**config.mk**
```make
export PLATFORM = sky130hd
export DESIGN_NAME = matmul_engine
export DESIGN_NICKNAME = d
export VERILOG_FILES = /design/src/rtl/matmul_engine.sv
export SDC_FILE = /design/constraint.sdc
export NUM_CORES = 1
export LEC_CHECK = 0
export ABC_AREA = 1
export CORE_MARGIN = 2
export CORE_UTILIZATION = 51
export DETAILED_ROUTE_END_ITERATION = 12
export PLACE_DENSITY = 0.77
export SETUP_SLACK_MARGIN = 0.3
export SLEW_MARGIN = 40
export SYNTH_ARGS = -nofsm -noshare
export SYNTH_HDL_FRONTEND = slang
export SYNTH_SLANG_ARGS = --single-unit
```
**constraint.sdc**
```tcl
create_clock -name clk -period 6.2 [get_ports clk]
set_input_delay 1.24 -clock clk [delete_from_list [all_inputs] [get_ports clk]]
set_output_delay 1.24 -clock clk [all_outputs]
set_load 0.05 [all_outputs]
```
**src/rtl/matmul_engine.sv**
```systemverilog
// Matrix-multiply engine: holds A (row x inner) and B (inner x column), computes
// R = A x B one element at a time on a single 8-bit wrapping MAC and streams R out.
module matmul_engine #(
  parameter int unsigned row    = 2,
  parameter int unsigned column = 2,
  parameter int unsigned inner  = 2
) (
  input  logic        clk,
  input  logic        rst,
  input  logic        start,
  input  logic        a_write,
  input  logic [31:0] a_addr,
  input  logic [7:0]  a_value,
  input  logic        b_write,
  input  logic [31:0] b_addr,
  input  logic [7:0]  b_value,
  output logic        busy,
  output logic        done,
  output logic        write_R,
  output logic [31:0] write_address_R,
  output logic [7:0]  write_value_R
);

  localparam int unsigned A_SIZE = row * inner;
  localparam int unsigned B_SIZE = inner * column;
  localparam int unsigned AW = (A_SIZE > 1) ? $clog2(A_SIZE) : 1;
  localparam int unsigned BW = (B_SIZE > 1) ? $clog2(B_SIZE) : 1;
  localparam int unsigned IW = (row > 1) ? $clog2(row) : 1;
  localparam int unsigned JW = (column > 1) ? $clog2(column) : 1;
  localparam int unsigned KW = (inner > 1) ? $clog2(inner) : 1;

  typedef enum logic [1:0] {IDLE, MAC, WRITE, DONE} state_e;

  state_e        state_q, state_d;
  logic [IW-1:0] i_q, i_d;
  logic [JW-1:0] j_q, j_d;
  logic [KW-1:0] k_q, k_d;
  logic [7:0]    acc_q, acc_d;
  logic          write_q, write_d;
  logic          done_q, done_d;
  logic [31:0]   waddr_q, waddr_d;
  logic [7:0]    wval_q, wval_d;

  logic [7:0]    a_q [A_SIZE];
  logic [7:0]    b_q [B_SIZE];

  logic [7:0]    a_elem_c, b_elem_c, acc_sum_c;
  logic [15:0]   prod_c;
  logic          a_we_c, b_we_c;

  // Operand fetch and wrapping multiply-accumulate for the current (i,j,k)
  assign a_elem_c  = a_q[AW'(32'(i_q) * inner + 32'(k_q))];
  assign b_elem_c  = b_q[BW'(32'(k_q) * column + 32'(j_q))];
  assign prod_c    = 16'(a_elem_c) * 16'(b_elem_c);
  assign acc_sum_c = 8'(16'(acc_q) + prod_c);

  assign a_we_c = (state_q == IDLE) && a_write && (a_addr < A_SIZE);
  assign b_we_c = (state_q == IDLE) && b_write && (b_addr < B_SIZE);

  always_ff @(posedge clk or posedge rst) begin
    if (rst) begin
      for (int unsigned n = 0; n < A_SIZE; n++) a_q[AW'(n)] <= 8'd0;
    end else if (a_we_c) begin
      a_q[a_addr[AW-1:0]] <= a_value;
    end
  end

  always_ff @(posedge clk or posedge rst) begin
    if (rst) begin
      for (int unsigned n = 0; n < B_SIZE; n++) b_q[BW'(n)] <= 8'd0;
    end else if (b_we_c) begin
      b_q[b_addr[BW-1:0]] <= b_value;
    end
  end

  always_ff @(posedge clk or posedge rst) begin
    if (rst) begin
      state_q <= IDLE;
      i_q     <= '0;
      j_q     <= '0;
      k_q     <= '0;
      acc_q   <= 8'd0;
      write_q <= 1'b0;
      done_q  <= 1'b0;
      waddr_q <= 32'd0;
      wval_q  <= 8'd0;
    end else begin
      state_q <= state_d;
      i_q     <= i_d;
      j_q     <= j_d;
      k_q     <= k_d;
      acc_q   <= acc_d;
      write_q <= write_d;
      done_q  <= done_d;
      waddr_q <= waddr_d;
      wval_q  <= wval_d;
    end
  end

  // Strobe and done registers are set on the edge entering WRITE / DONE
  always_comb begin
    state_d = state_q;
    i_d     = i_q;
    j_d     = j_q;
    k_d     = k_q;
    acc_d   = acc_q;
    write_d = 1'b0;
    done_d  = 1'b0;
    waddr_d = waddr_q;
    wval_d  = wval_q;
    case (state_q)
      IDLE: begin
        if (start) begin
          state_d = MAC;
          i_d     = '0;
          j_d     = '0;
          k_d     = '0;
          acc_d   = 8'd0;
        end
      end
      MAC: begin
        acc_d = acc_sum_c;
        if (k_q == KW'(inner - 1)) begin
          state_d = WRITE;
          write_d = 1'b1;
          waddr_d = 32'(i_q) * column + 32'(j_q);
          wval_d  = acc_sum_c;
        end else begin
          k_d = k_q + 1'b1;
        end
      end
      WRITE: begin
        acc_d   = 8'd0;
        k_d     = '0;
        state_d = MAC;
        if (j_q == JW'(column - 1)) begin
          j_d = '0;
          if (i_q == IW'(row - 1)) begin
            i_d     = '0;
            state_d = DONE;
            done_d  = 1'b1;
          end else begin
            i_d = i_q + 1'b1;
          end
        end else begin
          j_d = j_q + 1'b1;
        end
      end
      DONE: state_d = IDLE;
      default: state_d = IDLE;
    endcase
  end

  assign busy            = (state_q != IDLE);
  assign done            = done_q;
  assign write_R         = write_q;
  assign write_address_R = waddr_q;
  assign write_value_R   = wval_q;

endmodule

```
# ---- After elaboration in Yosys (flattened, before gate mapping)
# Cells that the tools add are included.
dict set report classes {
  n_addsub 7
  multipliers 1
  magnitude_cmp 8
  eq_ne 6
  mux 32
  bitwise 4
  reduce_logical 15
}
# op count
set ops {}
lappend ops {{bitwise mux 32 bit} 2}
lappend ops {{less-than comparator 32 x 3 -> 1 bit, second input constant} 2}
lappend ops {{two-way mux 8 bit} 7}
lappend ops {{binary-select mux 8 bit (select 2 bit)} 2}
lappend ops {{demux 8 bit (select 2 bit)} 2}
lappend ops {{one-hot mux 8 bit (3 select lines)} 1}
lappend ops {{greater-or-equal comparator 3 bit, second input constant} 4}
lappend ops {{NOT 2 -> 3 bit} 4}
lappend ops {{two-way mux 1 bit} 10}
lappend ops {{adder 8 bit} 1}
lappend ops {{multiplier 8 x 8 -> 8 bit} 1}
lappend ops {{two-way mux 2 bit} 4}
lappend ops {{one-hot mux 2 bit (4 select lines)} 1}
lappend ops {{AND reduction 2 bit} 4}
lappend ops {{logical AND 1 bit} 6}
lappend ops {{less-than comparator 3 x 1 -> 1 bit, second input constant} 2}
lappend ops {{!= test 2 bit, second input constant} 3}
lappend ops {{adder 2 x 1 -> 2 bit} 2}
lappend ops {{equality test 2 bit, second input constant} 2}
lappend ops {{one-hot mux 1 bit (2 select lines)} 2}
lappend ops {{nonzero test 2 bit} 2}
lappend ops {{adder 1 bit, second input constant} 3}
lappend ops {{adder 2 x 1 -> 3 bit} 1}
lappend ops {{one-hot mux 1 bit (3 select lines)} 1}
lappend ops {{4 further kinds} 4}
dict set report word_totals {
  regBits 119
}

# ---- Depth between registers and ports, before layout
# Gate-level depths: netlist of the first run.
dict set report depth {
  depth_word 8
  depth_mapped 26
  ltp_nobuf 24
}

# ---- Worst setup path before layout of the first run
# No wires, ideal clock.
dict set report synth_timing {
  path_kind {register to register}
  start {register k_q}
  end {register wval_q[7] (netlist: write_value_R[7])}
  setup_ns 0.118
  t_arrival_ns 4.331
  slack_ns 1.751
  stages_incl_launch_ff 24
  path_buffers 2
  path_cell_list {dfrtp_1 -> buf_6 -> inv_4 -> buf_4 -> a21oi_1 -> a32oi_4 -> nand2_1 -> fa_1 -> fa_1 -> inv_1 -> fa_1 -> inv_1 -> fa_1 -> inv_1 -> ha_1 -> nand2_1 -> o21ai_0 -> xor2_1 -> nand3b_1 -> nand2_1 -> inv_1 -> nand3_1 -> nand3_1 -> nand2_1}
}
dict set report synth_via {
  elab_chain_len 7
}
# item line_no
set synth_lines {}
lappend synth_lines {{from (decl)} 37} ;# logic [KW-1:0] k_q, k_d;
lappend synth_lines {{from (signal assigned)} 91} ;# k_q <= k_d;
lappend synth_lines {{adder 2 x 1 -> 2 bit (on tied branches)} {52, 53}}
lappend synth_lines {{NOT 2 -> 3 bit (on tied branches)} {52, 53}}
lappend synth_lines {{binary-select mux 8 bit (select 2 bit) (on tied branches)} {52, 53}}
lappend synth_lines {{two-way mux 8 bit (on tied branches) (2 in series)} {52, 53}}
lappend synth_lines {{multiplier 8 x 8 -> 8 bit} 54} ;# assign prod_c = 16'(a_elem_c) * 16'(b_elem_c);
lappend synth_lines {{adder 8 bit} 55} ;# assign acc_sum_c = 8'(16'(acc_q) + prod_c);
lappend synth_lines {{to (signal assigned)} 96} ;# wval_q <= wval_d;
lappend synth_lines {{to (decl)} 42} ;# logic [7:0] wval_q, wval_d;
# Parallel ways exist; a longest one is shown, timed or not. The select of a mux whose other input is x is not followed.
# A chain may end at the register's enable or synchronous reset.

# ---- Worst setup path after layout of the first run
dict set report layout_timing {
  start {register j_q}
  end {register wval_q[7] (netlist: write_value_R[7])}
}
dict set report layout_via {
  elab_chain_len 7
}
# item line_no
set layout_lines {}
lappend layout_lines {{from (decl)} 36} ;# logic [JW-1:0] j_q, j_d;
lappend layout_lines {{from (signal assigned)} 90} ;# j_q <= j_d;
lappend layout_lines {{adder 2 x 1 -> 2 bit} 53} ;# assign b_elem_c = b_q[BW'(32'(k_q) * column + 32'(j_q))];
lappend layout_lines {{NOT 2 -> 3 bit (not written as such)} 53}
lappend layout_lines {{binary-select mux 8 bit (select 2 bit)} 53}
lappend layout_lines {{two-way mux 8 bit (not written as such) (2 in series)} 53}
lappend layout_lines {{multiplier 8 x 8 -> 8 bit} 54}
lappend layout_lines {{adder 8 bit} 55}
# Every way passes these cells. The select of a mux whose other input is x is not followed.

==> results of run 1 <==
-- stage by stage --
step | area [um2] | util [%] | instances
floorplan | 5770 | - | 761
global placement | 6570 | 60.6 | 949
detailed placement | 6570 | 60.6 | 949
CTS | 6740 | 62.2 | 962
global route | 6750 | 62.2 | 962
finish | 6750 | 62.2 | 962
-- sequential cells by signal, summed over array words and instances, names as in the netlist --
signal and count:
a_q 32, i_q 1, write_R 1, write_value_R 8, state_q 2, acc_q 8
done 1, write_address_R 2, b_q 32, j_q 1, k_q 1
-- worst paths after layout --
path                                         startpoint                      endpoint  cells after the start
setup / recovery                        j_q$_DFFE_PP0P_  write_value_R[7]$_DFFE_PP0P_                     21
hold / removal             write_value_R[5]$_DFFE_PP0P_  write_value_R[5]$_DFFE_PP0P_                      2
setup reg to reg                        j_q$_DFFE_PP0P_  write_value_R[7]$_DFFE_PP0P_                     21
hold reg to reg            write_value_R[5]$_DFFE_PP0P_  write_value_R[5]$_DFFE_PP0P_                      2
max in group asynchronous                           rst  write_value_R[2]$_DFFE_PP0P_                      3
min in group asynchronous                           rst            a_q[6]$_DFFE_PP0P_                      3
-- worst register-to-register path, stage by stage, from the launching register on --
cell                       delay [ns]
sky130_fd_sc_hd__dfrtp_1         0.61
sky130_fd_sc_hd__inv_2           0.39
sky130_fd_sc_hd__nand2_1         0.15
sky130_fd_sc_hd__a32oi_4         0.35
sky130_fd_sc_hd__nand2_1         0.11
sky130_fd_sc_hd__fa_1            0.47
sky130_fd_sc_hd__fa_1            0.51
sky130_fd_sc_hd__inv_1           0.05
sky130_fd_sc_hd__fa_1            0.49
sky130_fd_sc_hd__inv_1           0.06
sky130_fd_sc_hd__fa_1            0.53
sky130_fd_sc_hd__inv_1           0.05
sky130_fd_sc_hd__ha_1            0.33
sky130_fd_sc_hd__nand2_1         0.06
sky130_fd_sc_hd__o21ai_0         0.18
sky130_fd_sc_hd__xor2_1          0.20
sky130_fd_sc_hd__nand3b_1        0.13
sky130_fd_sc_hd__nand2_1         0.07
sky130_fd_sc_hd__inv_1           0.05
sky130_fd_sc_hd__nand3_1         0.09
sky130_fd_sc_hd__nand3_1         0.10
sky130_fd_sc_hd__nand2_1         0.05
-- per-layer routing --
| metal | track usage [%] | up-vias | wire length (um) |
|---|---|---|---|
| met5 | 0 | - | 0 |
| met4 | 9.76 | 0 | 267 |
| met3 | 4.15 | 18 | 821 |
| met2 | 39.5 | 156 | 6120 |
| met1 | 31.2 | 2234 | 5700 |
| li1 | - | 2412 | - |
-- final cells by class --
cell class	count	area (um2)	area share, %
clock buffers	9	124	1.84
clock inverters	4	47.5	0.705
inverters	97	368	5.45
multi-input cells	524	2810	41.7
flip-flops and latches	89	2230	33.0
well taps	140	175	2.60
repair buffers	99	992	14.7
-- power groups by stage --
stage	registers, W	clock network, W	logic (W)
CTS	0.000707	0.000382	0.000998
global placement	0.000714	0	0.000966
floorplan	0.000781	0	0.000689
detailed placement	0.000718	0	0.000993
finish	0.000708	0.000373	0.000991
global route	0.000717	0.000404	0.00111
-- cells in the mapped netlist, types with 9 or more instances --
cell type and number:
sky130_fd_sc_hd__o21ai_1 74, sky130_fd_sc_hd__nor4_1 13, sky130_fd_sc_hd__fa_1 18, sky130_fd_sc_hd__nand2_2 17, sky130_fd_sc_hd__o21ai_0 11, sky130_fd_sc_hd__dfrtp_1 89
sky130_fd_sc_hd__ha_1 17, sky130_fd_sc_hd__buf_4 33, sky130_fd_sc_hd__nand2_1 243, sky130_fd_sc_hd__nand3_1 35, sky130_fd_sc_hd__inv_1 90, sky130_fd_sc_hd__buf_2 9
sky130_fd_sc_hd__nor2_1 27
-- cells by family (layout without fill, tap and decap cells) --
kind of cell	after synthesis	count (layout)
simple gates	356	356
xor+xnor	5	5
compound gates	98	98
other cells	1	30
fa+ha+maj	35	35
flops	89	89
buf+inv	148	209
==> impl_results.rst, run 1 <==
.. list-table::
   :header-rows: 1

   * - Metric
     - Value
   * - Final GP Congestion
     - around 0.9
   * - Max transition margin
     - between 50% and 60%
   * - Placement row count
     - 38
   * - Number of global-route vias before repair
     - approximately 4800
   * - Final setup margin
     - 1.07 ns
   * - Total Negative Setup Slacks
     - 0 ns
   * - Maximum clock frequency
     - 195 MHz
   * - Vertical die dimension
     - around 110 um
   * - Post-synthesis share of cell area spent on and, or, nand and nor gates
     - between 20% and 30%
   * - CTS sink count
     - 89
   * - Power share of the combinational group
     - 47.8%
   * - Worst hold-check path type
     - register to register
   * - Clock insertion delay at the later pin of the skew report
     - roughly 0.37 ns
   * - CTS Root Cell
     - sky130_fd_sc_hd__clkbuf_8
   * - Core region area
     - ~11000 um2
   * - Pin count of the biggest net entering global routing
     - 90
   * - Total Power Consumption
     - 0.00207 W
   * - Syn. warnings
     - 0
   * - Critical Path End Type
     - register
   * - Leading cell type in the layout, fill and taps excluded
     - sky130_fd_sc_hd__nand2_1
   * - TritonCTS clock tree
     - done
   * - Mux share of post-synthesis cell area
     - 0%
   * - Sequential share of power
     - 34.2%
   * - Drt drc
     - 0
   * - Portion of the post-synthesis area used by sequential elements
     - a little under 40%
   * - Net load switching power
     - around 0.00093 W
   * - Actual transition at the worst max-transition pin
     - roughly 0.7 ns
   * - Number of buffers inserted during clock tree synthesis
     - 9
   * - Register bit total from synthesis
     - between 80 and 90
   * - Post-cts hold buffer count
     - 0
   * - Syn avg cell area
     - 7.73 um2
   * - Setup repair after global routing missed its margin
     - no
   * - Worst EP arrival
     - ~5.4 ns
   * - DRC marker count from the first detailed-route iteration
     - roughly 250
   * - Cells after synthesis
     - 732
   * - Count of cells resized by post-cts repair
     - 0
   * - Worst IR Drop VDD
     - 0.000271 V
   * - Number of enable flip-flop cells after synthesis
     - 0
   * - Post-synthesis async set-or-reset flop share
     - 100%
   * - Layout net count
     - between 900 and 1000
   * - Overall fraction of global-route tracks in use
     - between 20% and 30%
   * - Post-DR wirelength/cell
     - approximately 13 um
   * - Xor/xnor share of the synthesized area
     - less than 1%
   * - Largest cells by area after synthesis
     - sky130_fd_sc_hd__dfrtp_1 39%, sky130_fd_sc_hd__nand2_1 16%, sky130_fd_sc_hd__o21ai_1 6.5%
   * - CTS clk-pin slew, worst paths
     - approximately 0.08 ns
   * - Number of nets with antenna violations after routing
     - 0
   * - Worst reg-to-reg setup slack
     - approximately 1.1 ns
   * - Cell breakdown of the critical path
     - inv_2, nand2_1, a32oi_4, nand2_1, fa_1, fa_1, inv_1, fa_1, inv_1, fa_1, inv_1, ha_1, nand2_1, o21ai_0, xor2_1, nand3b_1, nand2_1, inv_1, nand3_1, nand3_1, nand2_1
   * - Via total after detailed routing
     - just under 5000
   * - Fill count
     - around 940
   * - Largest family of logic cells by synthesized area
     - simple AND/OR/NAND/NOR gates
   * - Fraction of final layout cells with drive strength greater than 1
     - around 6.6%
   * - Outcome
     - completed
   * - Final setup skew
     - 0.00523 ns
   * - Static leakage
     - 3.31 nW
   * - Pre-antenna DRT Iters
     - 6
   * - Level count of the clock H-tree
     - 3
   * - Buffers from clock root to sink, at most
     - 2
   * - Critical path startpoint category
     - register
   * - Post-synth top area share
     - 39.4%
   * - Clock share of power
     - 18.0%
   * - Critical-path cell with the highest stage delay
     - sky130_fd_sc_hd__dfrtp_1
   * - Area added between synthesis and finish
     - 19.2%
   * - Required arrival time at the worst endpoint
     - 6.46 ns
   * - P per Cell Area
     - between 300 and 400 nW/um2
   * - Clock period minus final worst setup slack
     - about 5.1 ns
   * - Most frequent cells in the layout
     - 243 x sky130_fd_sc_hd__nand2_1, 97 x sky130_fd_sc_hd__clkdlybuf4s50_1, 89 x sky130_fd_sc_hd__inv_1, 89 x sky130_fd_sc_hd__dfrtp_1, 74 x sky130_fd_sc_hd__o21ai_1
   * - Slew Viols, Final
     - 0
   * - Switch share
     - a little under half
   * - Number of antenna repair diodes
     - 0
   * - CP bufs+invs
     - 5
   * - Most used DFF post-synth
     - sky130_fd_sc_hd__dfrtp_1
   * - # Max-Cap Violations
     - 0
   * - CP dominant cell by count
     - sky130_fd_sc_hd__nand2_1
   * - Number of antenna violations at the first check in global routing
     - 0
   * - Final hold viol count
     - 0
   * - Total of buffers placed on input and output ports
     - 97
   * - Post-placement setup slack
     - around 1.1 ns
   * - Largest fanout on the critical path
     - 20
   * - Slowest Stage Delay on Critical Path
     - roughly 0.6 ns
   * - Mapped Area
     - ~5700 um2
   * - DIE WIDTH
     - 109 um
   * - Initial core utilization
     - a little over half
   * - Global-route wire length before repair
     - about 22000 um
   * - Fraction of the mapped netlist area in adder cells
     - between 10% and 20%
   * - Final-report setup violation count
     - 0
   * - Routed via count divided by cell count
     - roughly 5.0
   * - WL final
     - roughly 13000 um
   * - Path type of the worst setup path
     - register to register
   * - Die footprint
     - 11900 um2
   * - Total half-perimeter wirelength after legalization and detailed placement
     - between 10000 and 15000 um
   * - Cell internal power dissipation
     - around 0.0011 W
   * - CP delay by family, top
     - adder cells
   * - Share of the cycle needed by the critical path after routing
     - 82.8%
   * - Distinct cells, synth
     - 35
   * - Count of pins on the block boundary
     - 128
   * - Buffers inserted by post-CTS timing repair
     - 0
   * - Grt total ovfl
     - 0
   * - Leading area contributor after synthesis
     - sky130_fd_sc_hd__dfrtp_1
   * - Worst hold slack
     - between 0.4 and 0.5 ns
   * - Compound-cell area share of the yosys netlist
     - 9.25%
Note: power is estimated with default switching activity, not from simulation.
==> inputs of run 2 (changes only) <==
--- a/config.mk
+++ b/config.mk
@@ -7,9 +7,9 @@
 export LEC_CHECK = 0
 export ABC_AREA = 1
 export CORE_MARGIN = 2
-export CORE_UTILIZATION = 51
+export CORE_UTILIZATION = 46
 export DETAILED_ROUTE_END_ITERATION = 12
-export PLACE_DENSITY = 0.77
+export PLACE_DENSITY = 0.73
 export SETUP_SLACK_MARGIN = 0.3
 export SLEW_MARGIN = 40
 export SYNTH_ARGS = -nofsm -noshare
==> constraint.sdc (replaced) <==
create_clock -name clk -period 4.45 [get_ports clk]
set_input_delay 0.89 -clock clk [delete_from_list [all_inputs] [get_ports clk]]
set_output_delay 0.89 -clock clk [all_outputs]
set_load 0.05 [all_outputs]
==> run 2 against run 1 <==
The run now ends with setup timing left. Non-clock buffer count increased by 47. Clock-buffer cell count increased by 3. Hold slack improved by 0.011 ns. First-iteration DRC count increased by 14%. Cell count increased by 6.1%. Die area increased by 10%. Sequential share of layout area decreased by 3.5 points. Register-to-register slack got worse by 1.2 ns. Critical path depth increased by 2. Flip-flop and latch count unchanged. Clock power increased by 110%. Utilization increased by 0.74 points. Critical path type unchanged.
==> impl_results.rst, run 2 (synthesized netlist as in run 1, its figures left out) <==
.. list-table::
   :header-rows: 1

   * - Metric
     - Value
   * - Required arrival time at the worst endpoint
     - approximately 4.7 ns
   * - CTS clk-pin slew, worst paths
     - about 0.06 ns
   * - Initial core utilization
     - 47.1%
   * - Global-route wire length before repair
     - between 20000 and 25000 um
   * - Post-DR wirelength/cell
     - roughly 15 um
   * - Final GP Congestion
     - about 0.9
   * - Count of pins on the block boundary
     - roughly 130
   * - Slew Viols, Final
     - 0
   * - Critical path startpoint category
     - register
   * - WL final
     - ~15000 um
   * - Routed via count divided by cell count
     - just over 5
   * - Pin count of the biggest net entering global routing
     - 43
   * - Number of antenna violations at the first check in global routing
     - 0
   * - Total Negative Setup Slacks
     - -0.243 ns
   * - Largest fanout on the critical path
     - 8
   * - Actual transition at the worst max-transition pin
     - a little under 0.7 ns
   * - CTS sink count
     - 89
   * - Final setup skew
     - slightly above 0.008 ns
   * - Setup repair after global routing missed its margin
     - yes
   * - Sequential share of power
     - 25.9%
   * - Share of the cycle needed by the critical path after routing
     - 103%
   * - Total half-perimeter wirelength after legalization and detailed placement
     - 10500 um
   * - Area added between synthesis and finish
     - 33.7%
   * - Core region area
     - roughly 12000 um2
   * - Post-cts hold buffer count
     - 0
   * - Number of nets with antenna violations after routing
     - 0
   * - Switch share
     - around 42%
   * - Layout Cell Area excl Fill
     - 7560 um2
   * - Clock share of power
     - between 20% and 30%
   * - Level count of the clock H-tree
     - 3
   * - Critical Path End Type
     - register
   * - Max transition margin
     - a little over half
   * - Worst hold slack
     - just under 0.5 ns
   * - Leading cell type in the layout, fill and taps excluded
     - sky130_fd_sc_hd__nand2_1
   * - Grt total ovfl
     - 0
   * - Final hold viol count
     - 0
   * - Power share of the combinational group
     - a little over half
   * - Total of buffers placed on input and output ports
     - 97
   * - Placement row count
     - 40
   * - Maximum clock frequency
     - between 200 and 250 MHz
   * - DIE WIDTH
     - approximately 110 um
   * - Worst EP arrival
     - between 4 and 5 ns
   * - Outcome
     - complete, but fails checks
   * - Critical-path cell with the highest stage delay
     - sky130_fd_sc_hd__fa_1
   * - Worst IR Drop VDD
     - roughly 0.00023 V
   * - Cell breakdown of the critical path
     - buf_12, buf_8, buf_4, nand2_2, nand2_4, nand2_2, fa_1, fa_1, inv_1, fa_1, inv_1, fa_1, inv_2, ha_4, nand2_2, o21ai_2, xor2_1, nand3b_1, nand2_1, inv_2, nand3_2, nand3_2, nand2_1
   * - Layout net count
     - approximately 990
   * - Top Registers
     - a_q x32, b_q x32
   * - Path type of the worst setup path
     - register to register
   * - Via total after detailed routing
     - ~5200
   * - Worst hold-check path type
     - register to register
   * - Number of global-route vias before repair
     - 5128
   * - Net load switching power
     - between 0.0015 and 0.002 W
   * - P per Cell Area
     - 494 nW/um2
   * - CP dominant cell by count
     - sky130_fd_sc_hd__fa_1
   * - Pre-antenna DRT Iters
     - 5
   * - Failing checks
     - setup timing
   * - Cell internal power dissipation
     - 0.00216 W
   * - Final Core Density
     - ~63%
   * - Number of antenna repair diodes
     - 0
   * - Die footprint
     - about 13000 um2
   * - Drt drc
     - 0
   * - DRC marker count from the first detailed-route iteration
     - approximately 280
   * - Fraction of final layout cells with drive strength greater than 1
     - approximately 18%
   * - Vertical die dimension
     - around 110 um
   * - Slowest Stage Delay on Critical Path
     - 0.50 ns
   * - Final-report setup violation count
     - 2
   * - Static leakage
     - 3.65 nW
   * - CTS Root Cell
     - sky130_fd_sc_hd__clkbuf_16
   * - Area of placed instances
     - roughly 6700 um2
   * - Clock insertion delay at the later pin of the skew report
     - 0.35 ns
   * - Buffers from clock root to sink, at most
     - 2
   * - Fill count
     - a little over 1000
   * - Overall fraction of global-route tracks in use
     - ~22%
   * - Most frequent cells in the layout
     - 218 x sky130_fd_sc_hd__nand2_1, 97 x sky130_fd_sc_hd__clkdlybuf4s50_1, 87 x sky130_fd_sc_hd__dfrtp_1
   * - TritonCTS clock tree
     - done
   * - Number of buffers inserted during clock tree synthesis
     - 9
   * - # Max-Cap Violations
     - 0
   * - Clock period minus final worst setup slack
     - roughly 4.6 ns
   * - Final setup margin
     - -0.128 ns
==> run 2: cell types whose count changed in the layout (fill, tap and decap cells not counted), sizes merged <==
cell and delta:
buf +47, clkbuf +3, clkinv +2, inv -1
clkinvlp +1
==> run 2: layout make-up <==
type,count,area [um2],area share (%)
sequential,89,2230,29.5
multi-input combinational,524,3020,39.9
inverter,97,380,5.03
timing repair buffer,146,1420,18.8
clock buffer,12,256,3.39
clock inverter,4,51.3,0.678
timing repair inverter,2,23.8,0.314
tap,147,184,2.43
==> run 2: what timing repair did <==
item | 4_1_cts | 5_1_grt
buffers inserted | 8 | 23
gates cloned | 1 | 3
gates resized for setup | 26 | 48
pin swaps | 8 | 23
endpoints found under the setup margin | 6 | 6
==> run 2: power by group through the flow <==
stage,clock [W],sequential (W),combinational (W)
floorplan,0,0.00109,0.000983
global placement,0,0.000956,0.00149
detailed placement,0,0.000959,0.00153
CTS,0.000791,0.000962,0.00166
global route,0.000827,0.000974,0.00215
finish,0.000785,0.000965,0.00198
==> run 2: final timing paths <==
| kind | from | end | slack, ns | cells after the start |
|---|---|---|---|---|
| max in group asynchronous | rst | a_q[27]$_DFFE_PP0P_ | 2.73 | 3 |
| worst min-delay path | a_q[23]$_DFFE_PP0P_ | a_q[23]$_DFFE_PP0P_ | 0.49 | 2 |
| min in group asynchronous | rst | a_q[23]$_DFFE_PP0P_ | 0.95 | 2 |
| worst max-delay path | k_q$_DFFE_PP0P_ | write_value_R[7]$_DFFE_PP0P_ | -0.13 | 23 |
| worst max register to register | k_q$_DFFE_PP0P_ | write_value_R[7]$_DFFE_PP0P_ | -0.13 | 23 |
| worst min register to register | a_q[23]$_DFFE_PP0P_ | a_q[23]$_DFFE_PP0P_ | 0.49 | 2 |
==> run 2: metal layers <==
metal	wire length, um	track usage [%]	share of wire [%]
met5	0	0	0
met1	6120	27.5	41
met3	797	4.06	5.4
met2	7500	40.0	50
met4	449	7.79	3.0
==> run 2: per-stage QoR <==
step	instances	total power, W	worst slack (ns)
global placement	970	0.00245	0.0515
detailed placement	970	0.00249	-0.0685
floorplan	761	0.00207	0.173
finish	1021	0.00373	-0.128
CTS	995	0.00342	0.0310
global route	1021	0.00395	-0.339
==> run 2: critical path: cells and delay by family (launching register included) <==
family / cells / cell delay [ns]
AOI/OAI and AO/OA: 1 / 0.19
xor gates and xnor gates: 1 / 0.25
adders and majority gates: 5 / 2.18
buffers and inverters: 7 / 0.64
DFF: 1 / 0.47
and+or+nand+nor: 9 / 0.77
==> inputs of run 3 (changes only) <==
--- a/config.mk
+++ b/config.mk
@@ -11,7 +11,6 @@
 export DETAILED_ROUTE_END_ITERATION = 12
 export PLACE_DENSITY = 0.73
 export SETUP_SLACK_MARGIN = 0.3
-export SLEW_MARGIN = 40
 export SYNTH_ARGS = -nofsm -noshare
 export SYNTH_HDL_FRONTEND = slang
 export SYNTH_SLANG_ARGS = --single-unit
==> results of run 3 <==
No change in the layout: final DEF, timing and power equal those of run 2.
